`config.mk`:
```
export PLATFORM = sky130hd
export DESIGN_NAME = pedestre_request
export DESIGN_NICKNAME = d
export VERILOG_FILES = /design/src/rtl/semaforo_pkg.sv /design/src/rtl/debouncer.sv /design/src/rtl/pedestre_request.sv
export SDC_FILE = /design/constraint.sdc
export NUM_CORES = 1
export LEC_CHECK = 0
export ABC_AREA = 1
export BUFFER_PORTS_ARGS = -buffer_cell sky130_fd_sc_hd__buf_2
export CAP_MARGIN = 10
export CORE_ASPECT_RATIO = 0.75
export CORE_MARGIN = 3
export CORE_UTILIZATION = 45
export DETAILED_ROUTE_END_ITERATION = 10
export PLACE_DENSITY = 0.7
export SLEW_MARGIN = 20
export SYNTH_ARGS = -nofsm -noshare
export SYNTH_HDL_FRONTEND = slang
export SYNTH_SLANG_ARGS = --single-unit
```
`constraint.sdc`:
```
create_clock -name clk -period 3.2 [get_ports clk]
set_input_delay 0.64 -clock clk [delete_from_list [all_inputs] [get_ports clk]]
set_output_delay 0.64 -clock clk [all_outputs]
set_load 0.03 [all_outputs]
```
`src/rtl/semaforo_pkg.sv`:
```
// Shared types and default timing constants for the traffic light controller
// and its pedestrian front end.
package semaforo_pkg;

    typedef enum logic [1:0] {
        IDLE    = 2'd0,
        PENDING = 2'd1,
        SERVING = 2'd2,
        HOLDOFF = 2'd3
    } ped_state_t;

    localparam int unsigned SYNC_STAGES_DEF     = 2;
    localparam int unsigned DEBOUNCE_CYCLES_DEF = 4;
    localparam int unsigned HOLDOFF_CYCLES_DEF  = 8;

    localparam int unsigned DEB_CNT_W  = 4;
    localparam int unsigned HOLD_CNT_W = 8;
    localparam int unsigned PEDIDOS_W  = 8;

endpackage

```
`src/rtl/debouncer.sv`:
```
// Synchroniser chain plus consecutive-sample debounce filter for a raw panel input.
module debouncer
    import semaforo_pkg::*;
#(
    parameter int unsigned SYNC_STAGES     = SYNC_STAGES_DEF,
    parameter int unsigned DEBOUNCE_CYCLES = DEBOUNCE_CYCLES_DEF
) (
    input  logic clk,
    input  logic reset,
    input  logic din,
    output logic filtered
);

    logic [SYNC_STAGES-1:0] sync;
    logic [DEB_CNT_W-1:0]   cnt;
    logic                   sync_out;

    assign sync_out = sync[SYNC_STAGES-1];

    // Level flips only after DEBOUNCE_CYCLES consecutive disagreeing samples.
    always_ff @(posedge clk) begin
        if (reset) begin
            sync     <= '0;
            cnt      <= '0;
            filtered <= 1'b0;
        end else begin
            sync <= {sync[SYNC_STAGES-2:0], din};
            if (sync_out == filtered) begin
                cnt <= '0;
            end else if (cnt == DEB_CNT_W'(DEBOUNCE_CYCLES - 1)) begin
                filtered <= ~filtered;
                cnt      <= '0;
            end else begin
                cnt <= cnt + DEB_CNT_W'(1);
            end
        end
    end

endmodule

```
`src/rtl/pedestre_request.sv`:
```
// Pedestrian push-button front end: debounced press latches one crossing request,
// held until served, followed by a hold-off window that discards presses.
module pedestre_request
    import semaforo_pkg::*;
#(
    parameter int unsigned SYNC_STAGES     = SYNC_STAGES_DEF,
    parameter int unsigned DEBOUNCE_CYCLES = DEBOUNCE_CYCLES_DEF,
    parameter int unsigned HOLDOFF_CYCLES  = HOLDOFF_CYCLES_DEF
) (
    input  logic                 clk,
    input  logic                 reset,
    input  logic                 botao,
    input  logic                 atendido,
    output logic                 pedestre,
    output logic                 bloqueado,
    output logic [PEDIDOS_W-1:0] pedidos
);

    ped_state_t            state, state_next;
    logic [HOLD_CNT_W-1:0] hold_cnt, hold_cnt_next;
    logic [PEDIDOS_W-1:0]  pedidos_next;
    logic                  filtered, filtered_q;
    logic                  press_c;

    debouncer #(
        .SYNC_STAGES     (SYNC_STAGES),
        .DEBOUNCE_CYCLES (DEBOUNCE_CYCLES)
    ) u_debouncer (
        .clk      (clk),
        .reset    (reset),
        .din      (botao),
        .filtered (filtered)
    );

    assign press_c = filtered & ~filtered_q;

    // Next-state, hold-off and request-count logic.
    always_comb begin
        state_next    = state;
        hold_cnt_next = hold_cnt;
        pedidos_next  = pedidos;
        case (state)
            IDLE: begin
                if (press_c) begin
                    state_next = PENDING;
                    if (pedidos != '1) begin
                        pedidos_next = pedidos + PEDIDOS_W'(1);
                    end
                end
            end
            PENDING: begin
                if (atendido) begin
                    state_next = SERVING;
                end
            end
            SERVING: begin
                if (!atendido) begin
                    hold_cnt_next = HOLD_CNT_W'(HOLDOFF_CYCLES - 1);
                    state_next    = HOLDOFF;
                end
            end
            HOLDOFF: begin
                if (hold_cnt == '0) begin
                    state_next = IDLE;
                end else begin
                    hold_cnt_next = hold_cnt - HOLD_CNT_W'(1);
                end
            end
            default: state_next = IDLE;
        endcase
    end

    // Outputs are decoded from the next state so they land on the transition edge.
    always_ff @(posedge clk) begin
        if (reset) begin
            state      <= IDLE;
            hold_cnt   <= '0;
            pedidos    <= '0;
            filtered_q <= 1'b0;
            pedestre   <= 1'b0;
            bloqueado  <= 1'b0;
        end else begin
            state      <= state_next;
            hold_cnt   <= hold_cnt_next;
            pedidos    <= pedidos_next;
            filtered_q <= filtered;
            pedestre   <= (state_next == PENDING);
            bloqueado  <= (state_next == SERVING) || (state_next == HOLDOFF);
        end
    end

endmodule

```
Word level (Yosys, flattened, before mapping)
Index checks and enable logic that the tools add are counted.
Storage, ports and cells
  flip-flop bits (word level): 28
  logic and storage cells: 43
Cells by class
  add/subtract/negate cells: 3
  eq/ne operators: 11
  mux-type cells: 8
  bitwise logic cells: 4
  reductions and logical operators: 8
Operators with widths (count)
  8-bit 2-to-1 mux: 2
  8-bit one-hot mux with 2 select lines: 1
  8-bit by 1-bit adder with 8-bit output (second input constant): 1
  2-bit == test (second input constant): 4
  8-bit logical NOT: 1
  2-bit 2-to-1 mux: 4
  8-bit != test (second input constant): 1
  2-bit one-hot mux with 4 select lines: 1
  8-bit by 1-bit subtractor with 8-bit output (second input constant): 1
  3-bit AND reduction: 2
  4-bit by 1-bit adder with 4-bit output (second input constant): 1
  2-bit by 1-bit == test with 1-bit output (second input constant): 2
  4-bit by 2-bit == test with 1-bit output (second input constant): 1
  2-bit != test (second input constant): 2
  1-bit NOT: 3
  3-bit OR reduction: 1
  2-bit logical NOT: 1
  2-bit AND reduction: 1
  2-bit nonzero test: 1
  1-bit AND: 1
  1-bit == test: 1
  1-bit logical OR: 1

Depth between registers and ports, before layout
  depth in word-level cells: 6
  gate-level depth with buffers: 11

Modules after synthesis
A second synthesis with hierarchy kept.
Second synthesis, totals
  cells, all modules: 192
  area total of the unflattened synthesis: 1383.8 um^2
Modules (own cells, without submodules)
  pedestre_request: times used 1, cells each 156, area an instance 1101.1 um^2, sequential area each 420.4 um^2
  debouncer: times used 1, cells each 36, area an instance 282.8 um^2, sequential area each 140.1 um^2

Worst setup path before layout
No wires, ideal clock.
  path type: reg-to-reg
  start: register pedidos[0]
  end: register pedidos[1]
  library setup time: 0.116 ns
  arrival: 1.461 ns
  required time: 3.084 ns
  setup slack: 1.623 ns
  cell stages (with the launch flop): 9
  path buffers: 0
  period minus slack after synthesis: 1.577 ns
  cell sequence: dfxtp_1 > ha_1 > inv_1 > nor2_1 > nand4_1 > nand2_1 > inv_2 > nor2_1 > nor2_1
On the way
  word-level cells in the longest chain between the ends: 2
RTL lines
  from (decl): RTL line pedestre_request.sv:16  | output logic [PEDIDOS_W-1:0] pedidos
  from (signal assigned): RTL line pedestre_request.sv:85  | pedidos <= pedidos_next;
  branches (longest 2 deep; another with 8-bit by 1-bit adder with 8-bit output)
Several ways; the timed one is not identified.
A chain may end at the register's enable or synchronous reset.

Worst setup path in the final report
  start: register pedidos[2]
  end: output port pedidos[2]
No word-level cell between the ends.

==> impl_metrics.json <==
{
  "ant_nets": 0,
  "worstRegToRegCells": 8,
  "clockRootBuffer": "clkbuf_8",
  "start_util_pct": 49.9,
  "hold_depth": 2,
  "io_pins": 14,
  "cts_tree": "yes",
  "critical_path_class": "reg2out",
  "cp_cell_sequence": "buf_2",
  "reg2reg_to": "pedidos[5]",
  "crit_buf_inv": 1,
  "hold_viol_final": 0,
  "powerDensity_mw_per_mm2": 411,
  "synth_most_common_cell": "nand2_1",
  "hold_class": "reg2reg",
  "maxSlewViolCount": 0,
  "p_sw_share_pct": 18.5,
  "netlist_area_mm2": 0.00138,
  "die_h_um": 53.9,
  "p_int_w": 0.000521,
  "cts_setup_buffers": 0,
  "initialDrtViolationCount": 64,
  "syn-num-nets": 205,
  "period_share_pct": 49.6,
  "leakagePower_nw": 0.703,
  "ys.flop_type": "dfxtp_1",
  "min_to": "u_debouncer.sync[1]",
  "avgSynthCellArea_um2": 6.96,
  "status": "finished, final reports clean",
  "wirelength_mm": 2.62,
  "vias": 1199,
  "holdBufCountCts": 0,
  "netlist.top_cell.by_area": "dfxtp_1",
  "pwr-share-clk_pct": 43.2,
  "combinationalPowerShare_pct": 1.9,
  "coreArea_mm2": 0.00276,
  "ys_ff_latch": 28,
  "synth-edff-count": 0,
  "htreeDepth": 1,
  "skew_ns": 0.00586,
  "relSlewSlack_pct": 77.3,
  "maxCapViolCount": 0,
  "cts_resized": 0,
  "diodes": 0,
  "grt_overflow": 0,
  "grt_usage_pct": 15.1,
  "rows": 16,
  "yosys-top-cells-area": "dfxtp_1, nand2_1, inv_1",
  "clock_latency_ns": 0.27,
  "grt_pass1_vias": 1047,
  "setup_viol": 0,
  "dp_hpwl_mm": 1.99,
  "tightestPinTransition_ns": 0.338,
  "die_area_mm2": 0.00377,
  "p_switching_w": 0.000118,
  "drive_above_1_share_pct": 15.0,
  "die_w_um": 69.9,
  "area_growth_pct": 12.9,
  "via_per_inst": 4.80,
  "crit_path_max_incr_delay_ns": 0.44,
  "antenna_found_initial": 0,
  "clkSlewWorstSetupHoldPaths_ns": 0.10,
  "drc_errors": 0,
  "peakVddDrop_v": 0.000318,
  "worstPathRequired_ns": 2.56,
  "wl_per_cell_um": 10.5,
  "fmax_mhz": 631,
  "timing.rr.start": "pedidos[0]",
  "yosysSeqAreaShare_pct": 40.7,
  "gp_congestion": 0.827,
  "critPathCaptureType": "output port",
  "yosys_warnings": 0,
  "critPathSlowestCell": "dfxtp_1",
  "clkSinkCount": 28,
  "grt_start_max_net_pins": 17,
  "finalInstanceArea_mm2": 0.00156,
  "fin_crit_ns": 1.59,
  "cp.arrival_ns": 0.95,
  "synthCells": 198,
  "netlist.area_leader.share_pct": 40.7,
  "finalNetCount": 222,
  "crit_family": "flip-flops",
  "portBuffers": 13,
  "reg2reg_slack_ns": 1.64,
  "ys_async_sr_fraction_pct": 0,
  "ys_types": 27,
  "critPathLaunchType": "flip-flop",
  "fin_tns_setup_ns": 0,
  "rsz0062_at_grt": "no",
  "grt_pass1_wl_mm": 4.52,
  "seqPwrFrac_pct": 54.9,
  "cts_buffers": 3,
  "clockBufferDepth": 2,
  "cp_max_fo": 5,
  "hold_start": "u_debouncer.sync[0]",
  "synth_common_cells": "nand2_1, inv_1, nor2_1",
  "place_area_mm2": 0.00149,
  "drt_first_pass_iters": 4
}
## area by class of cell
class	count	area, um2
multi-input combinational	136	688
inverter	33	126
clock buffer	3	41.3
sequential	28	561
timing repair buffer	13	65.1
tap	36	45.0
clock inverter	1	30.0
fill	264	1210
## how the worst max path moves through the flow
stage / depth (start not counted) / endpoint / start / slack (ns)
2_1_floorplan: 8 / pedidos[1] / pedidos[0] / 1.62
3_3_place_gp: 6 / u_debouncer.cnt[2] / reset / 1.62
3_5_place_dp: 6 / u_debouncer.cnt[2] / reset / 1.57
4_1_cts: 1 / pedidos[2] / pedidos[2] / 1.60
5_1_grt: 8 / pedidos[1] / pedidos[0] / 1.46
6_report: 1 / pedidos[2] / pedidos[2] / 1.61
## state kept, by name, summed over array words and instances (netlist names)
| signal | count |
|---|---|
| bloqueado | 1 |
| filtered_q | 1 |
| hold_cnt | 8 |
| pedestre | 1 |
| pedidos | 8 |
| state | 2 |
| u_debouncer.cnt | 4 |
| u_debouncer.filtered | 1 |
| u_debouncer.sync | 2 |
## power by group through the flow
stage               clock, W  combinational, W  sequential (W)
floorplan                  0        0.00000746        0.000359
global placement           0         0.0000120        0.000359
detailed placement         0         0.0000123        0.000359
CTS                 0.000282         0.0000124        0.000351
global route        0.000294         0.0000141        0.000351
finish              0.000276         0.0000124        0.000351
## worst reg2reg max path: cells and delay by family (launching register included)
kind | cells | cell delay (ns)
AO/OA/AOI/OAI | 1 | 0.06
adder cells (fa/ha/maj) | 1 | 0.21
buffers and inverters | 2 | 0.18
flip-flops | 1 | 0.40
AND/OR/NAND/NOR | 4 | 0.59
## logic make-up after synthesis
group           Yosys count  share of synthesized area [%]
simple gates            104                           33.7
fa+ha+maj                 3                           2.72
xor+xnor                  5                           3.18
buf+inv                  34                           9.44
flops                    28                           40.7
compound gates           24                           10.3
## layout by cell type (no fill, tap or decap)
| cell | synthesis | final |
|---|---|---|
| dfxtp_1 | 28 | 28 |
| nor2_1 | 29 | 29 |
| o21ai_0 | 6 | 6 |
| nand3b_1 | 1 | 1 |
| nor2_4 | 1 | 1 |
| inv_1 | 30 | 30 |
| inv_4 | 1 | 1 |
| nand2_2 | 2 | 2 |
| bufinv_16 | 0 | 1 |
| nor3_1 | 3 | 3 |
| a21oi_1 | 12 | 12 |
| xnor2_1 | 1 | 1 |
| clkbuf_8 | 0 | 3 |
| xor2_1 | 4 | 4 |
| o21ai_4 | 1 | 1 |
| or2_2 | 2 | 2 |
| nand3_1 | 10 | 10 |
| inv_2 | 2 | 2 |
| o21bai_2 | 1 | 1 |
| a31oi_1 | 1 | 1 |
| nand4_1 | 5 | 5 |
| o21ai_1 | 2 | 2 |
| buf_2 | 0 | 13 |
| o21ai_2 | 1 | 1 |
| nand2_1 | 47 | 47 |
| nor3_2 | 1 | 1 |
| ha_1 | 3 | 3 |
| nor3_4 | 1 | 1 |
| nor2_2 | 2 | 2 |
## stage by stage
step / power (W) / util (%) / std cells / setup WS, ns / hold slack [ns]
6_report: 0.000639 / 56.3 / 250 / 1.61 / 0.423
5_1_grt: 0.000659 / 56.3 / 250 / 1.46 / 0.439
4_1_cts: 0.000645 / 56.3 / 250 / 1.60 / 0.425
3_5_place_dp: 0.000371 / 53.8 / 246 / 1.57 / 0.407
3_3_place_gp: 0.000371 / 53.8 / 246 / 1.62 / 0.399
2_1_floorplan: 0.000366 / - / 198 / 1.62 / 0.388
## layer usage
layer | part of all wire, % | up-vias | global-route usage, %
met5 | 0 | - | 0
met4 | 0.31 | 0 | 2.87
met3 | 4.7 | 2 | 4.10
met2 | 42 | 18 | 25.7
met1 | 53 | 527 | 19.7
li1 | - | 652 | -
No activity file was read; power rests on OpenSTA's default activity.
